===== config.mk =====
export PLATFORM = sky130hd
export DESIGN_NAME = cpu_trace_buffer
export DESIGN_NICKNAME = d
export VERILOG_FILES = /design/src/rtl/cpu_trace_buffer_pkg.sv /design/src/rtl/cpu_trace_buffer_fifo.sv /design/src/rtl/cpu_trace_buffer.sv
export SDC_FILE = /design/constraint.sdc
export NUM_CORES = 1
export LEC_CHECK = 0
export CAP_MARGIN = 25
export CORE_MARGIN = 5
export CORE_UTILIZATION = 60
export CTS_CLUSTER_SIZE = 14
export DETAILED_ROUTE_END_ITERATION = 10
export GPL_TIMING_DRIVEN = 0
export PLACE_DENSITY = 0.78
export SETUP_SLACK_MARGIN = 0.1
export SYNTH_ARGS = -nofsm -noshare
export SYNTH_HDL_FRONTEND = slang
export SYNTH_SLANG_ARGS = --single-unit

===== constraint.sdc =====
create_clock -name clk -period 12.8 [get_ports clk]
set_clock_uncertainty 0.15 [all_clocks]
set_input_delay 3.2 -clock clk [delete_from_list [all_inputs] [get_ports clk]]
set_output_delay 3.2 -clock clk [all_outputs]
set_load 0.01 [all_outputs]

===== src/rtl/cpu_trace_buffer_pkg.sv =====
// Shared types for the CPU retirement-trace capture block.
package cpu_trace_pkg;

  localparam int TRACE_ENTRY_W = 98;
  localparam int DROP_CNT_W    = 16;

  typedef struct packed {
    logic [31:0] pc;
    logic [31:0] f;
    logic [31:0] mem;
    logic        zf;
    logic        of;
  } trace_entry_t;

endpackage


===== src/rtl/cpu_trace_buffer_fifo.sv =====
// Synchronous ring buffer of trace entries; a push into a full buffer is accepted only alongside a pop.
module trace_fifo
  import cpu_trace_pkg::*;
#(
  parameter int DEPTH = 16
) (
  input  logic                       clk,
  input  logic                       rst,
  input  logic                       push,
  input  trace_entry_t               push_data,
  input  logic                       pop,
  output trace_entry_t               head,
  output logic                       full,
  output logic                       empty,
  output logic [$clog2(DEPTH):0]     count
);

  localparam int AW = $clog2(DEPTH);

  trace_entry_t    storage [DEPTH];
  logic [AW-1:0]   wr_ptr;
  logic [AW-1:0]   rd_ptr;
  logic            do_push;
  logic            do_pop;

  always_comb begin
    empty   = (count == '0);
    full    = (count == (AW+1)'(DEPTH));
    do_pop  = pop & ~empty;
    do_push = push & (~full | do_pop);
    head    = storage[rd_ptr];
  end

  always_ff @(posedge clk) begin
    if (rst) begin
      wr_ptr <= '0;
      rd_ptr <= '0;
      count  <= '0;
    end else begin
      if (do_push) wr_ptr <= wr_ptr + AW'(1);
      if (do_pop)  rd_ptr <= rd_ptr + AW'(1);
      case ({do_push, do_pop})
        2'b10:   count <= count + (AW+1)'(1);
        2'b01:   count <= count - (AW+1)'(1);
        default: count <= count;
      endcase
    end
  end

  // Storage is data only: pointers and count alone define what is valid.
  always_ff @(posedge clk) begin
    if (do_push) storage[wr_ptr] <= push_data;
  end

endmodule


===== src/rtl/cpu_trace_buffer.sv =====
// Captures one trace entry per retired instruction (PC change) and flags a core whose PC stops moving.
module cpu_trace_buffer
  import cpu_trace_pkg::*;
#(
  parameter int DEPTH       = 16,
  parameter int HALT_CYCLES = 8
) (
  input  logic                      clk,
  input  logic                      rst,
  input  logic                      en,
  input  logic [31:0]               PC,
  input  logic [31:0]               F,
  input  logic [31:0]               Mem,
  input  logic                      ZF,
  input  logic                      OF,
  output logic                      rd_valid,
  input  logic                      rd_ready,
  output logic [31:0]               rd_pc,
  output logic [31:0]               rd_f,
  output logic [31:0]               rd_mem,
  output logic                      rd_zf,
  output logic                      rd_of,
  output logic [$clog2(DEPTH):0]    count,
  output logic [DROP_CNT_W-1:0]     dropped,
  output logic                      halted
);

  localparam int SW = $clog2(HALT_CYCLES + 1);
  localparam logic [SW-1:0] STALL_MAX  = SW'(HALT_CYCLES);
  localparam logic [SW-1:0] STALL_LAST = SW'(HALT_CYCLES - 1);

  logic [31:0]   last_pc;
  logic          last_pc_valid;
  logic [SW-1:0] stall_cnt;
  logic          retire;
  logic          stall;
  logic          pop;
  logic          full;
  logic          empty;
  trace_entry_t  push_entry;
  trace_entry_t  head;

  always_comb begin
    retire     = en & (~last_pc_valid | (PC != last_pc));
    stall      = en & last_pc_valid & (PC == last_pc);
    pop        = rd_valid & rd_ready;
    push_entry = '{pc: PC, f: F, mem: Mem, zf: ZF, of: OF};
  end

  trace_fifo #(.DEPTH(DEPTH)) u_fifo (
    .clk       (clk),
    .rst       (rst),
    .push      (retire),
    .push_data (push_entry),
    .pop       (pop),
    .head      (head),
    .full      (full),
    .empty     (empty),
    .count     (count)
  );

  always_ff @(posedge clk) begin
    if (rst) begin
      last_pc_valid <= 1'b0;
      stall_cnt     <= '0;
      halted        <= 1'b0;
      dropped       <= '0;
    end else begin
      if (retire) begin
        last_pc_valid <= 1'b1;
        stall_cnt     <= '0;
      end else if (stall) begin
        if (stall_cnt != STALL_MAX)  stall_cnt <= stall_cnt + SW'(1);
        if (stall_cnt == STALL_LAST) halted    <= 1'b1;
      end
      // A full buffer only loses the entry when no pop frees a slot on this edge.
      if (retire & full & ~pop & (dropped != '1))
        dropped <= dropped + DROP_CNT_W'(1);
    end
  end

  always_ff @(posedge clk) begin
    if (retire) last_pc <= PC;
  end

  always_comb begin
    rd_valid = ~empty;
    rd_pc    = rd_valid ? head.pc  : '0;
    rd_f     = rd_valid ? head.f   : '0;
    rd_mem   = rd_valid ? head.mem : '0;
    rd_zf    = rd_valid & head.zf;
    rd_of    = rd_valid & head.of;
  end

endmodule


==> qor.csv, run 1 <==
stage;metric;value;unit
run_status;status;completed;
power;Tot Pwr;13.7;mW
detailed_routing;Vias;31100;
detailed_routing;Routed Antenna Nets;0;
logic_synthesis;yosys warns;0;
clock_network;Sink Count;1639;
place;post-DP HPWL;86.1;mm
cells_and_area;Final nets;3155;
place;Placer Congestion;0.798;
critical_path;worst path arrival time;4.71;ns
clock_network;Inserted Clock Buffers;159;
logic_synthesis;Synth area leader;edfxtp_1;
cells_and_area;Util after Layout;0.701;
critical_path;Crit path top cell by count;clkbuf_1;
logic_synthesis;Cells after Synth;2619;
place;Post-Place Cell Area;67900;µm²
grt;largest net degree at the start of global routing;46;
critical_path;worst endpoint required time;9.45;ns
grt;gr usage total;0.289;
grt;initial antenna violation count;21;
clock_network;worst skew pair latency;0.76;ns
detailed_routing;# DRC;0;
grt;first-pass GRT wire length;229;mm
timing;Final setup violation count;0;
logic_synthesis;sequential element share of the synthesized area;0.775;
logic_synthesis;synthesized cell area;63000;µm²
timing;fin crit period;8.06;ns
logic_synthesis;Netlist cell types;44;
critical_path;Crit Path Category;register to output port;
clock_network;TritonCTS clock tree;yes;
die;IO Count;223;
min_path;path category of the worst min-delay check;register to register;
clock_network;Post-CTS Setup Repair Bufs;0;
cells_and_area;design area;72800;µm²
timing;worst hold margin;0.345;ns
detailed_routing;initial DRC count;4451;
timing;Worst Tran Pin Value;1.18;ns
grt;global route total overflow;0;
job;MaxCap Viol Count;0;
die;die width;334;µm
power;Cell Pwr Density;188;nW/µm²
logic_synthesis;fraction of registers with async set/reset;0;
critical_path;Crit. End Element;output port;
clock_network;htree depth;4;
clock_network;hold_buf cts;0;
timing;RSZ-0062 raised after global routing;no;
clock_network;clock root buffer;clkbuf_16;
timing;final setup TNS;0;ns
power;Max VDD drop;0.160;mV
timing;fmax;0.124;GHz
critical_path;worst path cell trace;clkbuf_1, clkbuf_1, clkbuf_1, mux4_2, mux4_2, and2_1, clkdlybuf4s50_1;
detailed_routing;routed length per instance;35.3;µm
die;die area;112000;µm²
power;leakage;22.3;nW
logic_synthesis;predominant post-synthesis flop cell;edfxtp_1;
timing;Final Cycle Share;0.630;
clock_network;clock slew at reported path FFs;0.06;ns
critical_path;worst-path fanout max;10;
detailed_routing;vias per cell;6.81;
cells_and_area;most common cell after layout, fill and taps aside;edfxtp_1;
timing;Final Hold Fails;0;
grt;vias in the first global route;32700;
critical_path;Critical Path Max Stage Delay;0.89;ns
cells_and_area;most frequent cells in the layout;edfxtp_1, mux4_2, clkdlybuf4s50_1, clkbuf_16, and2_1;
critical_path;slowest CP cell;clkbuf_1;
place;IO buf count;221;
cells_and_area;layout cell share with drive strength beyond 1;0.260;
timing;Final Max Tran Viols;0;
detailed_routing;drt pass-1 iters;6;
logic_synthesis;Synth Area per Inst;24.0;µm²
logic_synthesis;number of synthesized flops with an enable pin;1600;
critical_path;Critical Path Source Type;register;
timing;Max-slew headroom;0.216;
logic_synthesis;Synth area leaders;edfxtp_1, mux4_2, dfxtp_1, and2_1, xor2_1;
die;area of the core;104000;µm²
logic_synthesis;area fraction of the dominant cell type after synthesis;0.763;
clock_network;post_cts resized;0;
die;Initial Utilization;0.606;
clock_network;Clock Tree Buf Depth;3;
die;die height;334;µm
cells_and_area;P&R area growth vs syn;15.7;%
die;row cnt;118;
detailed_routing;drt total wl;161;mm
logic_synthesis;number of synthesized register bits;1639;
logic_synthesis;Syn Nets;2732;
## final timing paths
| path | startpoint | end | slack [ns] | cells past startpoint |
|---|---|---|---|---|
| setup / recovery | register | rd_pc[16] | 4.74 | 7 |
| setup reg to reg | last_pc[20]$_DFFE_PP_ | u_fifo.count[4]$_SDFFE_PP0P_ | 7.95 | 17 |
| hold / removal | last_pc_valid$_SDFFE_PP0P_ | last_pc_valid$_SDFFE_PP0P_ | 0.35 | 2 |
| hold reg to reg | last_pc_valid$_SDFFE_PP0P_ | last_pc_valid$_SDFFE_PP0P_ | 0.35 | 2 |
## registers in the layout, indices dropped and copies added, names as in the netlist, named ones only
name / count
dropped: 16
halted: 1
last_pc: 32
last_pc_valid: 1
stall_cnt: 4
u_fifo.count: 5
u_fifo.rd_ptr: 4
u_fifo.storage: 1568
u_fifo.wr_ptr: 4
## per-layer routing
| layer | routed length (µm) | track usage | up-vias | part of all wire |
|---|---|---|---|---|
| li1 | - | - | 12100 | - |
| met4 | 6010 | 0.106 | 8 | 0.037 |
| met5 | 51 | 0 | - | 0.00032 |
| met1 | 54400 | 0.372 | 16300 | 0.34 |
| met3 | 18100 | 0.0773 | 348 | 0.11 |
| met2 | 82600 | 0.484 | 2390 | 0.51 |
## stage by stage
step	worst slack, ns	cells
detailed placement	4.35	4258
global placement	1.35	4220
floorplan	5.71	2619
global route	4.66	4562
finish	4.74	4568
CTS	4.84	4548
## logic make-up after synthesis
family	share of synthesized area
buf+inv	0.0128
fa+ha+maj	0.00219
xor+xnor	0.00542
simple gates	0.0232
compound gates	0.00342
mux	0.178
flops	0.775
## report_power, final
group | total (mW) | switching [mW] | internal (mW) | leakage, nW
Sequential | 6.05 | 0.0445 | 6.01 | 14.8
Clock | 4.40 | 1.97 | 2.42 | 2.35
Combinational | 3.25 | 1.64 | 1.61 | 5.12
## cell type report
| cell class | count | area [µm²] |
|---|---|---|
| Sequential cell | 1639 | 48800 |
| Fill cell | 5798 | 31100 |
| Inverter | 8 | 30.0 |
| Tap cell | 1380 | 1730 |
| Clock buffer | 204 | 4260 |
| Buffer | 136 | 778 |
| Clock inverter | 86 | 562 |
| Multi-Input combinational cell | 836 | 13400 |
| Antenna cell | 17 | 42.5 |
| Timing Repair Buffer | 262 | 3210 |
## critical path, delay by kind of cell (launching register included)
kind	cells	cell delay, ns
buffers and inverters	4	2.54
flip-flops	1	0.32
AND/OR/NAND/NOR	1	0.18
multiplexers	2	0.91
## Yosys cell counts, types with 4 or more instances
library cell,n
edfxtp_1,1600
mux4_2,490
and2_1,106
clkbuf_1,64
dfxtp_1,39
xor2_1,36
nor2_1,31
buf_4,23
buf_6,23
buf_1,20
nand2_1,18
and3_1,16
a21oi_1,15
nand3_1,12
ha_1,11
nor2b_1,11
nor3_1,10
nor4_1,10
mux2_2,9
inv_1,8
nand2b_1,8
o21ai_0,7
or4_1,7
buf_2,6
o31ai_1,6
mux2i_1,4
nand4_1,4
Note: power is estimated with default switching activity, not from simulation.
==> inputs of run 2 (changes only) <==
==> constraint.sdc (replaced) <==
create_clock -name clk -period 7.9 [get_ports clk]
set_clock_uncertainty 0.15 [all_clocks]
set_input_delay 1.975 -clock clk [delete_from_list [all_inputs] [get_ports clk]]
set_output_delay 1.975 -clock clk [all_outputs]
set_load 0.01 [all_outputs]
==> results of run 2 <==
Same layout as run 1 (identical final DEF). Status: completed.
Among the figures that moved: setup slack after placement 4.35 ns -> 0.675 ns; setup slack after layout 4.74 ns -> 1.07 ns; register-to-register setup slack 7.95 ns -> 3.05 ns; total power 13.7 mW -> 22.2 mW; worst IR drop on VDD 0.160 mV -> 0.259 mV
